==> src/rtl/tomasulo_pkg.sv <==
// Shared Tomasulo constants: reservation-station tags, "no value" markers and
// default widths used by the CDB arbiter and its consumers.
package tomasulo_pkg;

   localparam int unsigned TAG_W_DEF  = 3;
   localparam int unsigned DATA_W_DEF = 16;

   typedef enum logic [TAG_W_DEF-1:0] {
      FREE_REGISTER    = 3'd0,
      RES_STATION_ADD1 = 3'd1,
      RES_STATION_ADD2 = 3'd2
   } rs_tag_e;

   localparam logic [DATA_W_DEF-1:0] Vj_Vk_sem_valor = 16'hFFF0;
   localparam logic [TAG_W_DEF-1:0]  Qj_Qk_sem_valor = 3'd0;

endpackage

==> src/rtl/rr_arbiter.sv <==
// Combinational rotate-priority picker: first set request at or above rr_ptr,
// wrapping at N_REQ-1, wins.
module rr_arbiter #(
   parameter int unsigned N_REQ = 2,
   localparam int unsigned PTR_W = (N_REQ > 1) ? $clog2(N_REQ) : 1
)(
   input  logic [N_REQ-1:0] req,
   input  logic [PTR_W-1:0] rr_ptr,
   output logic [N_REQ-1:0] grant,
   output logic [PTR_W-1:0] grant_idx,
   output logic             any_grant
);

   int unsigned      cand;
   logic [PTR_W-1:0] cand_idx;

   always_comb begin
      grant     = '0;
      grant_idx = '0;
      any_grant = 1'b0;
      cand      = 0;
      cand_idx  = '0;
      for (int unsigned k = 0; k < N_REQ; k++) begin
         // explicit wrap keeps non-power-of-2 N_REQ correct
         cand = 32'(rr_ptr) + k;
         if (cand >= N_REQ) cand = cand - N_REQ;
         cand_idx = PTR_W'(cand);
         if (!any_grant && req[cand_idx]) begin
            any_grant       = 1'b1;
            grant[cand_idx] = 1'b1;
            grant_idx       = cand_idx;
         end
      end
   end

endmodule

==> src/rtl/cdb_arbiter.sv <==
// Common Data Bus arbiter: one holding slot per requester, round-robin grant,
// one registered single-cycle broadcast of {tag, data} per grant.
module cdb_arbiter
   import tomasulo_pkg::*;
#(
   parameter int unsigned       N_REQ     = 2,
   parameter int unsigned       TAG_W     = TAG_W_DEF,
   parameter int unsigned       DATA_W    = DATA_W_DEF,
   parameter logic [DATA_W-1:0] IDLE_DATA = DATA_W'(Vj_Vk_sem_valor)
)(
   input  logic                      Clock,
   input  logic                      Reset,
   input  logic [N_REQ-1:0]          Req_valid,
   input  logic [N_REQ*TAG_W-1:0]    Req_tag,
   input  logic [N_REQ*DATA_W-1:0]   Req_data,
   output logic [N_REQ-1:0]          Req_ready,
   output logic                      CDB_valid,
   output logic [TAG_W-1:0]          Qi_CDB,
   output logic [DATA_W-1:0]         Qi_CDB_data,
   output logic [N_REQ-1:0]          CDB_grant,
   output logic                      Err_tag0
);

   localparam int unsigned PTR_W = (N_REQ > 1) ? $clog2(N_REQ) : 1;

   logic [N_REQ-1:0]  slot_full;
   logic [TAG_W-1:0]  slot_tag  [N_REQ];
   logic [DATA_W-1:0] slot_data [N_REQ];
   logic [PTR_W-1:0]  rr_ptr;
   logic [PTR_W-1:0]  win_idx;
   logic [N_REQ-1:0]  win_grant;
   logic              win_any;

   rr_arbiter #(.N_REQ(N_REQ)) u_rr_arbiter (
      .req       (slot_full),
      .rr_ptr    (rr_ptr),
      .grant     (win_grant),
      .grant_idx (win_idx),
      .any_grant (win_any)
   );

   // ready is the inverse of a flop, so there is no input-to-ready path
   assign Req_ready = ~slot_full;

   always_ff @(posedge Clock) begin
      if (Reset) begin
         slot_full   <= '0;
         rr_ptr      <= '0;
         CDB_valid   <= 1'b0;
         Qi_CDB      <= TAG_W'(Qj_Qk_sem_valor);
         Qi_CDB_data <= IDLE_DATA;
         CDB_grant   <= '0;
         Err_tag0    <= 1'b0;
         for (int unsigned i = 0; i < N_REQ; i++) begin
            slot_tag[i]  <= '0;
            slot_data[i] <= '0;
         end
      end else begin
         // a slot is never granted and accepted on the same edge: grant needs full, accept needs empty
         for (int unsigned i = 0; i < N_REQ; i++) begin
            if (win_grant[i]) slot_full[i] <= 1'b0;
            if (Req_valid[i] && !slot_full[i]) begin
               if (Req_tag[i*TAG_W +: TAG_W] == TAG_W'(FREE_REGISTER)) begin
                  Err_tag0 <= 1'b1;
               end else begin
                  slot_full[i] <= 1'b1;
                  slot_tag[i]  <= Req_tag[i*TAG_W +: TAG_W];
                  slot_data[i] <= Req_data[i*DATA_W +: DATA_W];
               end
            end
         end

         if (win_any) begin
            CDB_valid   <= 1'b1;
            Qi_CDB      <= slot_tag[win_idx];
            Qi_CDB_data <= slot_data[win_idx];
            CDB_grant   <= win_grant;
            if (win_idx == PTR_W'(N_REQ - 1)) rr_ptr <= '0;
            else                              rr_ptr <= win_idx + 1'b1;
         end else begin
            CDB_valid   <= 1'b0;
            Qi_CDB      <= TAG_W'(Qj_Qk_sem_valor);
            Qi_CDB_data <= IDLE_DATA;
            CDB_grant   <= '0;
         end
      end
   end

endmodule

==> config.mk <==
export PLATFORM = sky130hd
export DESIGN_NAME = cdb_arbiter
export DESIGN_NICKNAME = d
export VERILOG_FILES = /design/src/rtl/tomasulo_pkg.sv /design/src/rtl/rr_arbiter.sv /design/src/rtl/cdb_arbiter.sv
export SDC_FILE = /design/constraint.sdc
export NUM_CORES = 1
export LEC_CHECK = 0
export BUFFER_PORTS_ARGS = -buffer_cell sky130_fd_sc_hd__buf_2
export CORE_ASPECT_RATIO = 0.75
export CORE_MARGIN = 2
export CORE_UTILIZATION = 53
export CTS_BUF_LIST = sky130_fd_sc_hd__clkbuf_4 sky130_fd_sc_hd__clkbuf_8
export CTS_CLUSTER_SIZE = 16
export DETAILED_ROUTE_END_ITERATION = 6
export MAX_ROUTING_LAYER = met4
export PLACE_DENSITY = 0.9
export SYNTH_ARGS = -nofsm -noshare
export SYNTH_HDL_FRONTEND = slang
export SYNTH_SLANG_ARGS = --single-unit
export TNS_END_PERCENT = 30
==> constraint.sdc <==
create_clock -name Clock -period 2.22 [get_ports Clock]
set_clock_uncertainty 0.15 [all_clocks]
set_input_delay 0.111 -clock Clock [delete_from_list [all_inputs] [get_ports Clock]]
set_output_delay 0.111 -clock Clock [all_outputs]
set_load 0.02 [all_outputs]
# Yosys cells after proc, flatten, opt, wreduce, memory -nomap -nowiden

Memories as Yosys holds them, arrays and structs flattened. A register that Yosys moved wholly into a read port is not among the register bits.
Index checks and enable logic that the tools add are counted.

Register bits after elaboration: 7
Latch bits: 0
Memory bits (writable): 38
Bits in read-only memories: 0
Bits of input ports: 42
Output and inout port bits: 25
Word-level logic and storage cells: 77
Memories kept: 2

Memories:

| name      | depth | width | read ports | clocked after Yosys merged registers in | wr ports | RTL line          | source |
|---|---|---|---|---|---|---|---|
| slot_data | 2     | 16    | 1          | 1                                       | 2        | cdb_arbiter.sv:28 | `logic [DATA_W-1:0] slot_data [N_REQ];` |
| slot_tag  | 2     | 3     | 1          | 1                                       | 2        | cdb_arbiter.sv:27 | `logic [TAG_W-1:0] slot_tag [N_REQ];` |

Add/subtract/negate cells: 4
Multipliers: 0
Divide/modulo/power cells: 0
Magnitude comparators: 6
Equal/unequal tests: 0
Shift-type cells: 0
Multiplexer cells: 42
Bitwise logic cells: 7
Reduce and logical (&&, ||, !) cells: 11

Operator list:

| kind                | number |
|---|---|
| $mux 1              | 34 |
| $mux 16             | 2 |
| $logic_not 3->1     | 2 |
| $mux 3              | 2 |
| $logic_and 1x1->1   | 5 |
| $lt 1x2->1 const B  | 2 |
| $mux 2              | 2 |
| $or 1x1->1          | 4 |
| $logic_not 1->1     | 3 |
| $add 1x1->2 const B | 1 |
| $demux 1 s1         | 2 |
| $ge 1x1->1 const B  | 2 |
| $ge 1x2->1 const B  | 1 |
| $ge 2x2->1 const B  | 1 |
| $not 2->2           | 1 |
| $or 2x2->2          | 1 |
| $reduce_or 2->1     | 1 |
| $sub 1x1->1 const B | 2 |
| $add 1x1->1 const B | 1 |
| $not 1->1           | 1 |

# Logic depth before layout (Yosys ltp)

Gate-level depths: netlist (run 1).

Word-level depth: 12
Depth in mapped cells: 5
Mapped depth without buffers: 3

# Cells and area by module

A second synthesis (run 1) with hierarchy kept.

Cell total of the unflattened synthesis: 183
Area total of the unflattened synthesis: 2583.7 um^2

Modules (own cells, without submodules):

| module      | times used | cells an instance | area each (um^2) | seq. area each (um^2) |
|---|---|---|---|---|
| cdb_arbiter | 1          | 178               | 2551.2           | 1661.6 |
| rr_arbiter  | 1          | 5                 | 32.5             | 0.0 |

# Worst setup path after synthesis (run 1)

Ideal clock, no wire load.

Path type: reg-to-reg
Start: register slot_full[1]
End: memory slot_data[1][0] in the netlist's numbering (enable)
Library setup time: 399 ps
Data arrival time: 1452 ps
Data required time: 1671 ps
Setup slack: 219 ps
Stages on the path, launching flop included: 3
Buffers on the path: 0
Clock period less this slack: 2001 ps
Cells stage by stage: dfxtp_1 > nand2b_1 > o21bai_1

RTL lines:

| item                             | RTL line          | source |
|---|---|---|
| start: declaration               | cdb_arbiter.sv:26 | `logic [N_REQ-1:0] slot_full;` |
| start signal: assignment         | cdb_arbiter.sv:47 | `slot_full <= '0;` |
| start signal: indexed assignment | cdb_arbiter.sv:61 | `if (win_grant[i]) slot_full[i] <= 1'b0;` |
| start signal: indexed assignment | cdb_arbiter.sv:66 | `slot_full[i] <= 1'b1;` |
| end: declaration                 | cdb_arbiter.sv:28 |  |

==> results.sh, run 1 <==
export IMPL_min_path_cells=3
export IMPL_synth_avg_cell_area_um2=12.3
export IMPL_postSynth_asyncResetShare=0
export IMPL_first_global_vias=2000
export IMPL_utilization=0.773
export IMPL_overflow=0
export IMPL_power_density_mw_per_mm2=822
export IMPL_finalCritPeriodShare=0.927
export IMPL_synth_compound_area_share=0.0876
export IMPL_ioPinCount=67
export IMPL_fill_cells=285
export IMPL_viasPerCell=5.20
export IMPL_core_area_mm2=0.00441
export IMPL_critPathMaxFanout=38
export IMPL_cts_hold_buf=40
export IMPL_arrival_ps=2110
export IMPL_r2r_slack_ps=300
export IMPL_synth_mux_area_frac=0
export IMPL_start_util=0.547
export IMPL_clockBufferDepth=2
export IMPL_r2r_cells=3
export IMPL_clkSinkCount=64
export IMPL_netlist_top_cells_area="edfxtp_1 (47%), dfxtp_1 (22%), and2_1 (9.8%), nand3_1 (5.8%), o21ai_0 (3.7%)"
export IMPL_numCtsBuffers=9
export IMPL_min_period_ps=2060
export IMPL_clock_latency_ps=340
export IMPL_synth_xor_area_frac=0
export IMPL_wl_per_cell_um=15.2
export IMPL_hold_class="primary input to register"
export IMPL_synth_top_cell_area_share=0.473
export IMPL_yosys_register_bits=64
export IMPL_syn_to_final_growth_pct=41.3
export IMPL_critPathLaunchType="primary input"
export IMPL_place_hpwl_um=3110
export IMPL_drt_first_pass_iters=4
export IMPL_synth_edff_count=38
export IMPL_final_nets=347
export IMPL_track_usage=0.261
export IMPL_required_ps=2280
export IMPL_setup_tns_ps=0
export IMPL_synthDistinctLibCells=27
export IMPL_worst_pin_slew_ps=996
export IMPL_status="complete, no violations"
export IMPL_die_h_um=62.5
export IMPL_slew_violations=0
export IMPL_synth_top_family_by_area="simple AND/OR/NAND/NOR gates"
export IMPL_path_class="primary input to register"
export IMPL_wirelength_um=5590
export IMPL_cap_viol_max_count=0
export IMPL_p_total_mw=2.81
export IMPL_synthAdderAreaFrac=0
export IMPL_clockRootBuffer="clkbuf_8"
export IMPL_cp_end_kind="register"
export IMPL_cts_setup_buffers=0
export IMPL_syn_cell_area_mm2=0.00241
export IMPL_antenna_found_initial=0
export IMPL_yosys_area_share_simple=0.188
export IMPL_cts_tree="done"
export IMPL_syn_inst=196
export IMPL_layout_drive_gt1_share=0.294
export IMPL_ys_seq_area_frac=0.688
export IMPL_grt_max_degree=39
export IMPL_n_antenna_cell=0
export IMPL_port_buffers=66
export IMPL_synth_warnings=0
export IMPL_syn_nets=238
export IMPL_row_count=21
export IMPL_synthTopCellsByCount="and2_1 (38), edfxtp_1 (38), nand3_1 (28)"
export IMPL_power_leakage_nw=1.41
export IMPL_cts_resized=0
export IMPL_dpl_cell_count=311
export IMPL_grt_pass1_wl_um=9240
export IMPL_cts_clk_slew_worst_paths_ps=70
export IMPL_irDropWorstVdd_mv=0.576
export IMPL_synthFlopType="edfxtp_1"
export IMPL_die_area_mm2=0.00512
export IMPL_die_w_um=81.9
export IMPL_rsz0062_at_grt="no"
export IMPL_final_cells=367
export IMPL_placed_area_mm2=0.00280
export IMPL_setup_viol=0
export IMPL_max_freq_mhz=486
export IMPL_drc=0
export IMPL_route_vias_total=1908
export IMPL_route_antenna_remaining_nets=0
export IMPL_hold_violations=0
export IMPL_relSlewSlack=0.336
export IMPL_initialDrtViolationCount=120
export IMPL_synth_area_leader_cell="edfxtp_1"
export IMPL_fin_area_mm2=0.00341
export IMPL_place_congestion=0.763
export IMPL_htreeDepth=3
logic make-up after synthesis:
group,after synthesis
AO/OA/AOI/OAI,35
buffers and inverters,17
flip-flops,64
AND/OR/NAND/NOR,80
sequential cells by signal, indices dropped and copies added (netlist names):
signal       cells
Qi_CDB_data     16
Err_tag0         1
rr_ptr           1
slot_data       32
slot_full        2
Qi_CDB           3
slot_tag         6
CDB_grant        2
CDB_valid        1
layout by cell type, fill, tap and decap left out:
cell type,instances
nand2_1,4
o32a_1,2
a21oi_1,8
o21bai_2,1
bufinv_16,2
clkbuf_4,1
nor2b_1,1
o22ai_1,1
a31oi_1,1
a31o_2,1
buf_4,5
inv_1,4
nand3_1,28
clkinv_4,1
clkbuf_8,9
buf_2,66
or3_1,1
edfxtp_1,38
or3b_4,1
clkinv_2,3
nand2b_1,2
dfxtp_1,26
and2_1,38
o32ai_4,1
dlygate4sd3_1,40
o21bai_1,1
o21ai_0,18
nor3_1,2
nor2_1,2
and2b_1,1
o32ai_1,1
metal layers:
metal	wire [µm]	GRT usage	vias to the layer above
met1	2120	0.287	891
met5	0	-	-
met2	2910	0.421	87
met3	385	0.0910	19
li1	-	-	911
met4	178	0.123	0
final cells by class:
| type | instances | area (µm²) | share of cell area |
|---|---|---|---|
| Timing Repair Buffer | 111 | 768 | 0.225 |
| Sequential cell | 64 | 1660 | 0.487 |
| Inverter | 4 | 15.0 | 0.00440 |
| Clock inverter | 6 | 83.8 | 0.0246 |
| Multi-Input combinational cell | 115 | 681 | 0.199 |
| Tap cell | 57 | 71.3 | 0.0209 |
| Clock buffer | 10 | 131 | 0.0385 |
path summary, 6_finish.rpt:
| kind | startpoint | endpoint |
|---|---|---|
| setup reg to reg | slot_full[0]$_SDFF_PP0_ | slot_data[1][14]$_SDFFCE_PN0P_ |
| setup / recovery | Reset | slot_data[1][14]$_SDFFCE_PN0P_ |
| hold / removal | Req_valid[0] | Err_tag0$_SDFF_PP0_ |
| hold reg to reg | slot_data[0][4]$_SDFFCE_PN0P_ | Qi_CDB_data[4]$_SDFF_PP1_ |
worst max-delay path, cell delays in order:
cell,delay [ps]
dlygate4sd3_1,540
buf_2,210
or3b_4,420
o32ai_4,570
and2_1,260
through the flow:
step	hold slack, ps	worst slack [ps]
after floorplan	157	219
after global placement	238	405
after detailed placement	241	354
after CTS	84.7	209
after global routing	94.0	66.8
final	94.4	162
power breakdown:
part / leakage (nW) / internal (mW) / switching [mW] / total (mW)
sequential: 0.621 / 1.37 / 0.0297 / 1.40
combinational: 0.672 / 0.150 / 0.180 / 0.330
clock: 0.113 / 0.640 / 0.437 / 1.08
No activity file was read; power rests on OpenSTA's default activity.
==> run 2, diff against run 1 <==
CORE_UTILIZATION = 58   (was 53)
PLACE_DENSITY = 0.95   (was 0.9)
clock period = 2.5 ns   (was 2.22 ns; I/O delays follow)
==> results.sh, run 2 (synthesis gave the netlist of run 1 again) <==
export IMPL_status="complete, no violations"
export IMPL_cts_setup_buffers=0
export IMPL_worst_pin_slew_ps=1080
export IMPL_setup_viol=0
export IMPL_critPathLaunch="Req_tag[4]"
export IMPL_drt_first_pass_iters=7
export IMPL_arrival_ps=2140
export IMPL_p_int_mw=1.94
export IMPL_row_count=20
export IMPL_placed_area_mm2=0.00277
export IMPL_clockBufferDepth=2
export IMPL_min_period_ps=2200
export IMPL_die_w_um=78.5
export IMPL_power_frac_comb=0.122
export IMPL_hold_violations=0
export IMPL_top_regs="slot_data x32, Qi_CDB_data x16, slot_tag x6"
export IMPL_clockRootBuffer="clkbuf_8"
export IMPL_route_vias_total=2065
export IMPL_r2r_start="slot_full[1]$_SDFF_PP0_"
export IMPL_route_antenna_remaining_nets=0
export IMPL_antenna_found_initial=0
export IMPL_timing_hold_ws_ps=133
export IMPL_htreeDepth=3
export IMPL_core_area_mm2=0.00403
export IMPL_p_switching_mw=0.592
export IMPL_clkSinkCount=64
export IMPL_wl_met2_um=3530
export IMPL_viasPerCell=5.69
export IMPL_clock_latency_ps=340
export IMPL_syn_to_final_growth_pct=40.7
export IMPL_worstHoldStart="Req_valid[0]"
export IMPL_place_hpwl_um=2990
export IMPL_n_antenna_cell=0
export IMPL_wl_per_cell_um=19.0
export IMPL_top_layer="met4"
export IMPL_initialDrtViolationCount=179
export IMPL_required_ps=2440
export IMPL_irDropWorstVdd_mv=0.543
export IMPL_wirelength_um=6910
export IMPL_largest_reg_flops=32
export IMPL_cp_end_kind="register"
export IMPL_critPathMaxFanout=38
export IMPL_max_freq_mhz=454
export IMPL_cap_viol_max_count=0
export IMPL_top_register="slot_data"
export IMPL_critPathLaunchType="primary input"
export IMPL_relSlewSlack=0.278
export IMPL_overflow=0
export IMPL_track_usage=0.322
export IMPL_final_common_cell="buf_2"
export IMPL_power_frac_seq=0.492
export IMPL_layout_common_cells="buf_2 (66), dlygate4sd3_1 (41), and2_1 (38), edfxtp_1 (38), nand3_1 (28)"
export IMPL_drc=0
export IMPL_setup_tns_ps=0
export IMPL_port_buffers=66
export IMPL_cts_tree="done"
export IMPL_place_congestion=0.822
export IMPL_hold_class="primary input to register"
export IMPL_p_clk_frac=0.385
export IMPL_slew_violations=0
export IMPL_numCtsBuffers=9
export IMPL_ioPinCount=67
export IMPL_finalCritPeriodShare=0.881
export IMPL_power_leakage_nw=1.40
export IMPL_cts_hold_buf=41
export IMPL_switching_share=0.234
export IMPL_wl_met1_um=2420
export IMPL_path_class="primary input to register"
export IMPL_grt_max_degree=39
export IMPL_start_util=0.599
export IMPL_layout_drive_gt1_share=0.282
export IMPL_fin_area_mm2=0.00340
export IMPL_wl_met3_um=756
export IMPL_final_nets=345
export IMPL_rsz0062_at_grt="no"
export IMPL_die_h_um=59.9
export IMPL_layout_setup_ws_ps=297
export IMPL_first_global_vias=2069
export IMPL_grt_pass1_wl_um=10400
export IMPL_cts_clk_slew_worst_paths_ps=60
export IMPL_post_place_ws_ps=623
export IMPL_die_area_mm2=0.00470
export IMPL_cts_resized=0
export IMPL_power_density_mw_per_mm2=745
-- run 2: final timing paths --
| path | end | slack [ps] | depth (start not counted) |
|---|---|---|---|
| worst max-delay path | slot_data[0][15]$_SDFFCE_PN0P_ | 300 | 5 |
| worst min-delay path | slot_full[0]$_SDFF_PP0_ | 130 | 3 |
| worst max register to register | Err_tag0$_SDFF_PP0_ | 340 | 5 |
| worst min register to register | Qi_CDB_data[4]$_SDFF_PP1_ | 320 | 1 |
-- run 2: metrics by stage --
step | total power [mW] | cells | util
floorplan | 1.41 | 196 | -
detailed placement | 1.50 | 306 | 0.688
CTS | 2.48 | 363 | 0.843
finish | 2.53 | 363 | 0.843
global placement | 1.48 | 306 | 0.688
global route | 2.60 | 363 | 0.843
-- run 2: per-layer routing --
metal / GRT usage / vias up
li1: - / 909
met1: 0.354 / 962
met2: 0.541 / 167
met3: 0.116 / 27
met4: 0.138 / 0
met5: - / -
-- run 2: power groups by stage --
stage	sequential [mW]	clock [mW]	combinational, mW
floorplan	1.29	0	0.125
global placement	1.26	0	0.226
detailed placement	1.26	0	0.235
CTS	1.24	0.957	0.287
global route	1.25	1.02	0.329
finish	1.25	0.975	0.309
-- run 2: worst max-delay path: stages --
cell	delay (ps)
dlygate4sd3_1	560
buf_2	140
nor3_1	580
o32ai_4	400
and2_1	320
-- run 2: area by class of cell --
class                           count  area, µm²
Fill cell                         181        632
Sequential cell                    64       1660
Timing Repair Buffer              109        756
Tap cell                           55       68.8
Multi-Input combinational cell    115        681
Clock inverter                      4       68.8
Inverter                            4       15.0
Clock buffer                       12        146
